[config.mk]
export PLATFORM = sky130hd
export DESIGN_NAME = mic_trigger_decimator
export DESIGN_NICKNAME = d
export VERILOG_FILES = /design/src/rtl/mic_trigger_decimator.sv
export SDC_FILE = /design/constraint.sdc
export NUM_CORES = 1
export LEC_CHECK = 0
export CAP_MARGIN = 0
export CORE_ASPECT_RATIO = 1.1
export CORE_MARGIN = 8
export CORE_UTILIZATION = 58
export DETAILED_ROUTE_END_ITERATION = 12
export PLACE_DENSITY = 0.8
export SYNTH_ARGS = -nofsm -noshare
export SYNTH_HDL_FRONTEND = slang
export SYNTH_SLANG_ARGS = --single-unit
export TNS_END_PERCENT = 1
[constraint.sdc]
create_clock -name clk -period 5.4 [get_ports clk]
set_clock_uncertainty 0.15 [all_clocks]
set_input_delay 0.54 -clock clk [delete_from_list [all_inputs] [get_ports clk]]
set_output_delay 0.54 -clock clk [all_outputs]
set_load 0.05 [all_outputs]
[src/rtl/mic_trigger_decimator.sv]
// Power-of-two averaging of 12-bit mic samples feeding a rising-edge trigger FSM that releases frames; MIC_TRIG_AUTO_EN adds an ARM timeout auto-trigger.
// Latency: sample_valid one clk after the group-completing sample_en; no backpressure, the consumer takes every pulse.
module mic_trigger_decimator #(
  parameter int unsigned FRAME_LEN  = 96,
  parameter int unsigned TRIG_LEVEL = 2048,
  parameter int unsigned HOLDOFF    = 32,
  parameter int unsigned TIMEOUT    = 192
) (
  input  logic        clk,
  input  logic        reset,
  input  logic        sample_en,
  input  logic [11:0] mic_in,
  input  logic [1:0]  decim_sel,
  input  logic        pause_switch,
  output logic [11:0] sample_out,
  output logic        sample_valid,
  output logic        frame_start,
  output logic [11:0] peak_out,
  output logic        armed
);

  typedef enum logic [1:0] {IDLE, ARM, CAPTURE, HOLD} state_t;

  localparam logic [11:0] TRIG       = 12'(TRIG_LEVEL);
  localparam logic [6:0]  FRAME_LAST = 7'(FRAME_LEN - 1);
  localparam logic [7:0]  HOLD_LAST  = 8'(HOLDOFF - 1);

  state_t      state;
  state_t      state_nxt;

  logic [14:0] acc;
  logic [2:0]  grp_cnt;
  logic [1:0]  grp_sel;
  logic [1:0]  sel;
  logic [14:0] sum;
  logic [2:0]  grp_last;
  logic        ds_vld;
  logic [11:0] ds;

  logic [11:0] prev_ds;
  logic [11:0] run_peak;
  logic [11:0] peak_max;
  logic [6:0]  frm_cnt;
  logic [7:0]  hold_cnt;
  logic        crossing;
  logic        auto_fire;
  logic        emit;
  logic        emit_first;
  logic        frame_done;

  // The factor is taken from decim_sel only on the first sample of a group.
  always_comb begin
    sel      = (grp_cnt == 3'd0) ? decim_sel : grp_sel;
    sum      = acc + {3'b000, mic_in};
    grp_last = 3'((4'd1 << sel) - 4'd1);
    ds_vld   = sample_en && (grp_cnt == grp_last);
    ds       = 12'(sum >> sel);
  end

  always_ff @(posedge clk) begin
    if (reset) begin
      acc     <= '0;
      grp_cnt <= '0;
      grp_sel <= '0;
    end else if (sample_en) begin
      grp_sel <= sel;
      if (ds_vld) begin
        acc     <= '0;
        grp_cnt <= '0;
      end else begin
        acc     <= sum;
        grp_cnt <= grp_cnt + 3'd1;
      end
    end
  end

  assign crossing = (prev_ds < TRIG) && (ds >= TRIG);
  assign peak_max = (ds > run_peak) ? ds : run_peak;

`ifdef MIC_TRIG_AUTO_EN
  localparam logic [7:0] TO_LAST = 8'(TIMEOUT - 1);
  logic [7:0] to_cnt;

  assign auto_fire = (to_cnt == TO_LAST);

  // Held at zero outside ARM so it always starts fresh on entry.
  always_ff @(posedge clk) begin
    if (reset) begin
      to_cnt <= '0;
    end else if (ds_vld) begin
      if (state != ARM) begin
        to_cnt <= '0;
      end else if (to_cnt != TO_LAST) begin
        to_cnt <= to_cnt + 8'd1;
      end
    end
  end
`else
  assign auto_fire = 1'b0;
`endif

  always_ff @(posedge clk) begin
    if (reset) begin
      state <= IDLE;
    end else begin
      state <= state_nxt;
    end
  end

  // Every transition is paced by a decimated sample.
  always_comb begin
    state_nxt  = state;
    emit       = 1'b0;
    emit_first = 1'b0;
    frame_done = 1'b0;
    if (ds_vld) begin
      case (state)
        IDLE: begin
          if (!pause_switch) state_nxt = ARM;
        end
        ARM: begin
          if (pause_switch) begin
            state_nxt = IDLE;
          end else if (crossing || auto_fire) begin
            state_nxt  = CAPTURE;
            emit       = 1'b1;
            emit_first = 1'b1;
          end
        end
        CAPTURE: begin
          emit = 1'b1;
          if (frm_cnt == FRAME_LAST) begin
            frame_done = 1'b1;
            state_nxt  = HOLD;
          end
        end
        HOLD: begin
          if (hold_cnt == HOLD_LAST) state_nxt = pause_switch ? IDLE : ARM;
        end
        default: state_nxt = IDLE;
      endcase
    end
  end

  always_ff @(posedge clk) begin
    if (reset) begin
      prev_ds  <= 12'hFFF;
      run_peak <= '0;
      frm_cnt  <= '0;
      hold_cnt <= '0;
    end else if (ds_vld) begin
      prev_ds <= ds;
      if (emit_first) begin
        frm_cnt  <= 7'd1;
        run_peak <= ds;
      end else if (frame_done) begin
        frm_cnt <= '0;
      end else if (emit) begin
        frm_cnt  <= frm_cnt + 7'd1;
        run_peak <= peak_max;
      end
      if (frame_done) begin
        hold_cnt <= '0;
      end else if (state == HOLD && hold_cnt != HOLD_LAST) begin
        hold_cnt <= hold_cnt + 8'd1;
      end
    end
  end

  always_ff @(posedge clk) begin
    if (reset) begin
      sample_out   <= '0;
      sample_valid <= 1'b0;
      frame_start  <= 1'b0;
      peak_out     <= '0;
      armed        <= 1'b0;
    end else begin
      sample_valid <= emit;
      frame_start  <= emit_first;
      armed        <= (state == ARM);
      if (emit) sample_out <= ds;
      if (frame_done) peak_out <= peak_max;
    end
  end

endmodule
==> flow_summary_export.csv, run 1 <==
group,metric,value,unit
outcome,outcome,"completed",
yosys,synthSimpleGateAreaFrac,21.1,%
floorplan,fp.dieArea,11700,um^2
clock_network,post-cts-setup-buffers,0,
clock_network,clock_sinks,77,
place,dp_hpwl,8.96,mm
hold_path,worstHoldPathType,"register to register",
finish,nets,685,
floorplan,start_util,59.0,%
yosys,synth_edf_count,0,
sta,fin_crit,4.97,ns
drt,dr_total_vias,4456,
power,power_density,289,nW/um^2
yosys,synthTopCellsByArea,"dfxtp_1 31%, ha_1 8.4%, mux2i_1 7.3%",
drt,drtAntennaViolNets,0,
yosys,synth-seq-cells,77,
clock_network,clockRootBuffer,"clkbuf_8",
finish,drive_gt1_share,9.87,%
sta,rsz0062_at_grt,"no",
yosys,synth_top_family_by_area,"simple AND/OR/NAND/NOR gates",
run,max_cap_viol_count,0,
clock_network,clk_latency,0.36,ns
setup_path,cp.required,5.47,ns
sta,tightest_slew,0.742,ns
setup_path,critPathMaxFanout,13,
sta,drv_slew,0,
yosys,yosysTopAreaCell,"dfxtp_1",
clock_network,cts_hold_buf,0,
drt,post_drt_wl_per_cell,16.7,um
drt,drt_iter0_drc,265,
yosys,yosysWarningCount,0,
yosys,synthCells,589,
clock_network,cts_tree,"done",
sta,finalSetupViolations,0,
floorplan,die_height,112,um
place,port-buffer-count,44,
setup_path,critPathKind,"primary input to register",
finish,diodes,0,
yosys,synthAdderAreaFrac,8.82,%
yosys,synth_cell_types,70,
grt,grtUsageTotal,21.5,%
finish,synthToLayoutAreaGrowth,15.9,%
setup_path,arrival,5.03,ns
clock_network,cts_resized,0,
yosys,async_flop_share,0,%
power,p_leak,2.32,nW
clock_network,max-clock-path-buffers,2,
finish,final_cell_mix,"77 x dfxtp_1, 73 x nor2_1, 45 x a21oi_1, 45 x nand2_1, 43 x clkdlybuf4s50_1",
clock_network,cts.clk_slew.worst_paths,0.09,ns
yosys,ys.flop_type,"dfxtp_1",
drt,drt-vias-per-instance,5.95,
sta,hold_viol_final,0,
place,pre_cts_ws,0.168,ns
yosys,netlist.area_leader.share,31.4,%
sta,relSlewSlack,50.5,%
drt,dr.pass1.iters,5,
yosys,synthMuxAreaShare,9.69,%
grt,use_met2,36.5,%
finish,layout_commonest_cell,"dfxtp_1",
yosys,synth_xor_xnor_area_share,2.68,%
place,gp_congestion,0.920,
grt,grt_antenna_before_repair,0,
floorplan,core-area,8320,um^2
grt,grt.busiest_layer,"met2",
yosys,synth_area_per_cell,8.33,um^2
setup_path,crit_path_end_kind,"register",
finish,instances_no_fill,749,
sta,final.period_utilization,92.0,%
sta,finalSetupTns,0,ns
drt,drc_errors,0,
drt,drt-total-wl,12.5,mm
grt,grt_pass1_vias,4443,
yosys,netlist_area,4910,um^2
clock_network,cts_buffers,9,
grt,grt_overflow,0,
yosys,yosysSeqAreaShare,31.4,%
grt,use_met3,3.90,%
floorplan,die_w,104,um
grt,grt_pass1_wl,21.2,mm
yosys,synth-compound-area-share,20.8,%
power,vdd.ir_drop.worst,0.000177,V
grt,grt_max_degree,68,
place,dp_cells,733,
floorplan,rows,35,
clock_network,cts-htree-levels,3,
sta,fin_ws,0.435,ns
setup_path,cp-start-kind,"primary input",
grt,grt_use_met1,26.1,%
sta,fmax,201,MHz
floorplan,io_pins,45,
yosys,synth_nets,641,
## stage by stage
step                      hold WS, ns  power (mW)  util, %  instance area, um^2
after detailed placement        0.298        1.18     65.9                 5480
after CTS                       0.316        1.64     68.3                 5680
after global placement          0.293        1.17     65.9                 5480
after global routing            0.339        1.73     68.3                 5680
after floorplan                 0.286        1.01        -                 4910
final                           0.320        1.64     68.3                 5680
## worst max-delay path: stages
cell and delay, ns:
clkdlybuf4s50_1 0.46, ha_1 0.16, inv_1 0.05, fa_1 0.40, nand2b_1 0.18, a21oi_1 0.25
nor2_1 0.12, o21ai_0 0.21, xor2_1 0.34, mux2i_1 0.17, mux2i_1 0.26, ha_1 0.30
a21o_1 0.17, a21o_1 0.19, a21oi_1 0.15, or2_2 0.12, a21oi_1 0.09, and3_1 0.20
o21ai_2 0.11, buf_4 0.25, mux2i_1 0.22, nor2_1 0.06
## report_power, final
| group | internal (mW) | switching [mW] | leakage, nW | total (mW) |
|---|---|---|---|---|
| sequential | 0.584 | 0.0123 | 0.623 | 0.596 |
| combinational | 0.239 | 0.352 | 1.60 | 0.591 |
| clock | 0.218 | 0.235 | 0.0906 | 0.453 |
| total | 1.04 | 0.600 | 2.32 | 1.64 |
## cell type report
type | count | area, um^2
clock buffer | 10 | 128
inverter | 32 | 120
timing repair buffer | 64 | 586
sequential | 77 | 1540
tap | 111 | 139
multi-input combinational | 449 | 3100
fill | 669 | 2640
clock inverter | 6 | 72.6
## kinds of logic (layout without fill, tap and decap cells)
group,Yosys count,count (layout)
mux,44,44
compound gates,139,139
simple gates,217,217
flops,77,77
fa+ha+maj,34,34
xor+xnor,15,15
buf+inv,63,112
## synthesized netlist by cell type, types with 10 or more instances
cell and number:
a211oi_1 20, a21oi_1 45, clkbuf_1 16, dfxtp_1 77, ha_1 33, inv_1 32
mux2i_1 36, nand2_1 45, nand3_1 33, nand4_1 11, nor2_1 73, nor3_1 17
o21ai_0 13, xnor2_1 10
## per-layer routing
metal | part of all wire, % | vias up
met4 | 2.3 | 0
met1 | 44 | 2100
met5 | 0 | -
met3 | 5.6 | 23
met2 | 48 | 132
li1 | - | 2201
## final timing paths
path	slack, ns	cells after the start	endpoint	from
worst max-delay path	0.43	22	run_peak[2]$_SDFFE_PP0P_	mic_in[0]
worst min-delay path	0.32	2	acc[10]$_SDFFE_PP0P_	acc[10]$_SDFFE_PP0P_
worst max register to register	0.62	17	run_peak[2]$_SDFFE_PP0P_	grp_cnt[0]$_SDFFE_PP0P_
worst min register to register	0.32	2	acc[10]$_SDFFE_PP0P_	acc[10]$_SDFFE_PP0P_
## sequential cells by signal, summed over array words and instances (netlist names), named ones only
signal	count
peak_out	12
state	1
prev_ds	1
frm_cnt	7
sample_out	12
run_peak	12
acc	15
frame_start	1
grp_cnt	3
grp_sel	2
sample_valid	1
hold_cnt	8
armed	1
Note: power is estimated with default switching activity, not from simulation.
==> run 2, diff against run 1 <==
CORE_UTILIZATION = 60   (was 58)
DONT_BUFFER_PORTS = 1   (was unset)
PLACE_DENSITY = 0.76   (was 0.8)
==> flow_summary_export.csv, run 2 (synthesized netlist as in run 1, its figures left out) <==
group,metric,value,unit
finish,seqCellArea,1540,um^2
clock_network,clock_sinks,77,
place,port-buffer-count,0,
sta,fin_ws,0.586,ns
floorplan,rows,34,
setup_path,r2r_slack,0.59,ns
sta,hold_viol_final,0,
place,gp_congestion,0.880,
setup_path,critPathKind,"register to register",
setup_path,cp.required,5.50,ns
drt,dr.pass1.iters,4,
drt,drt_iter0_drc,305,
clock_network,cts_resized,0,
setup_path,critPathMaxFanout,13,
setup_path,crit_end,"run_peak[5]$_SDFFE_PP0P_",
sta,tightest_slew,0.632,ns
hold_path,worstHoldPathType,"primary input to register",
drt,post_drt_wl_per_cell,16.8,um
sta,rsz0062_at_grt,"no",
run,max_cap_viol_count,0,
setup_path,r2r-start,"acc[0]$_SDFFE_PP0P_",
setup_path,rr_worst_depth,21,
sta,relSlewSlack,57.4,%
sta,drv_slew,0,
finish,fin_util,65.1,%
place,dp_cells,675,
sta,fmax,208,MHz
finish,instances_no_fill,690,
floorplan,start_util,62.0,%
sta,final.period_utilization,89.2,%
grt,grt_pass1_vias,4142,
setup_path,arrival,4.92,ns
setup_path,max_stage_delay,0.42,ns
finish,diodes,0,
power,vdd.ir_drop.worst,0.000226,V
place,dp_hpwl,8.46,mm
clock_network,cts-htree-levels,3,
power,power_density,302,nW/um^2
finish,drive_gt1_share,8.76,%
floorplan,fp.dieArea,11300,um^2
floorplan,core-area,7910,um^2
clock_network,cts_tree,"done",
place,pre_cts_ws,0.463,ns
sta,finalSetupViolations,0,
clock_network,max-clock-path-buffers,2,
outcome,outcome,"completed",
setup_path,cp-start-kind,"register",
grt,grt_antenna_before_repair,0,
power,p_leak,2.11,nW
setup_path,crit_path_end_kind,"register",
finish,fillerInstances,715,
floorplan,io_pins,45,
finish,synthToLayoutAreaGrowth,4.95,%
floorplan,die_height,111,um
drt,dr_total_vias,4211,
hold_path,hold_start,"reset",
finish,layout_commonest_cell,"dfxtp_1",
setup_path,cp-startpoint,"acc[0]$_SDFFE_PP0P_",
clock_network,clk_latency,0.36,ns
clock_network,cts_hold_buf,0,
finish,postLayoutCellArea,5150,um^2
finish,multiInputGateArea,3100,um^2
clock_network,clockRootBuffer,"clkbuf_8",
drt,drtAntennaViolNets,0,
setup_path,r2r-end,"run_peak[5]$_SDFFE_PP0P_",
finish,final_cell_mix,"77 x dfxtp_1, 73 x nor2_1, 45 x a21oi_1, 45 x nand2_1, 36 x mux2i_1",
finish,nets,630,
drt,drt-vias-per-instance,6.10,
place,dpl_cell_area,4960,um^2
clock_network,post-cts-setup-buffers,0,
sta,fin_crit,4.81,ns
drt,drc_errors,0,
drt,drt-total-wl,11.6,mm
power,power,1.56,mW
grt,grt_pass1_wl,19.5,mm
clock_network,cts_buffers,9,
setup_path,cp_cell_sequence,"ha_1 > inv_1 > fa_1 > nand2b_1 > a21oi_1 > nor2_1 > o21ai_0 > xor2_1 > mux2i_1 > mux2i_1 > ha_1 > a21o_1 > a21o_1 > a21oi_1 > or2_2 > a21oi_1 > and3_1 > o21ai_2 > buf_4 > mux2i_1 > nor2_1",
finish,largest_register,"acc",
sta,fin_hold_ws,0.0963,ns
setup_path,cpMaxStageDelayCell,"mux2i_1",
grt,grt_overflow,0,
grt,grtUsageTotal,20.9,%
finish,largest_register_ffs,15,
clock_network,cts.clk_slew.worst_paths,0.09,ns
sta,finalSetupTns,0,ns
hold_path,whs_path_depth,1,
floorplan,die_w,102,um
grt,grt_max_degree,68,
run 2: cell count changes in the layout (fill, tap and decap cells not counted):
cell,previous run,this run
inv_8,1,0
buf_4,20,9
clkinv_4,1,0
clkbuf_1,1,0
clkdlybuf4s50_1,43,0
buf_2,1,0
inv_6,0,2
clkinv_2,0,3
clkinvlp_4,3,0
run 2: final cells by class:
class,instances,area share [%]
Multi-Input combinational cell,449,60.2
Sequential cell,77,29.9
Tap cell,108,2.62
Clock buffer,9,2.41
Inverter,32,2.33
Timing Repair Buffer,9,1.31
Clock inverter,6,1.22
run 2: worst min-delay path by stage:
stage | end | slack (ns)
finish | peak_out[10]$_SDFFE_PP0P_ | 0.1
global route | run_peak[2]$_SDFFE_PP0P_ | 0.08
CTS | peak_out[10]$_SDFFE_PP0P_ | 0.08
detailed placement | acc[8]$_SDFFE_PP0P_ | 0.30
global placement | acc[4]$_SDFFE_PP0P_ | 0.29
floorplan | acc[4]$_SDFFE_PP0P_ | 0.29
run 2: routing by layer:
layer | up-vias | wire, um | GRT usage, %
met3 | 21 | 765 | 6.16
met4 | 0 | 217 | 7.25
met2 | 99 | 5520 | 33.3
li1 | 2094 | - | -
met5 | - | 0 | 0
met1 | 1997 | 5060 | 25.8
run 2: critical path: cells and delay by family, from the launching register on:
kind / cells / cell delay (ns)
AO/OA/AOI/OAI: 7 / 1.16
adder cells (fa/ha/maj): 3 / 0.89
multiplexers: 3 / 0.82
AND/OR/NAND/NOR: 5 / 0.69
XOR/XNOR: 1 / 0.35
flip-flops: 1 / 0.34
buffers and inverters: 2 / 0.31
run 2: power breakdown:
| part | switching (mW) | total (mW) | internal, mW |
|---|---|---|---|
| Sequential | 0.0133 | 0.597 | 0.584 |
| Clock | 0.222 | 0.434 | 0.212 |
| Combinational | 0.324 | 0.526 | 0.202 |
| Total | 0.559 | 1.56 | 0.997 |
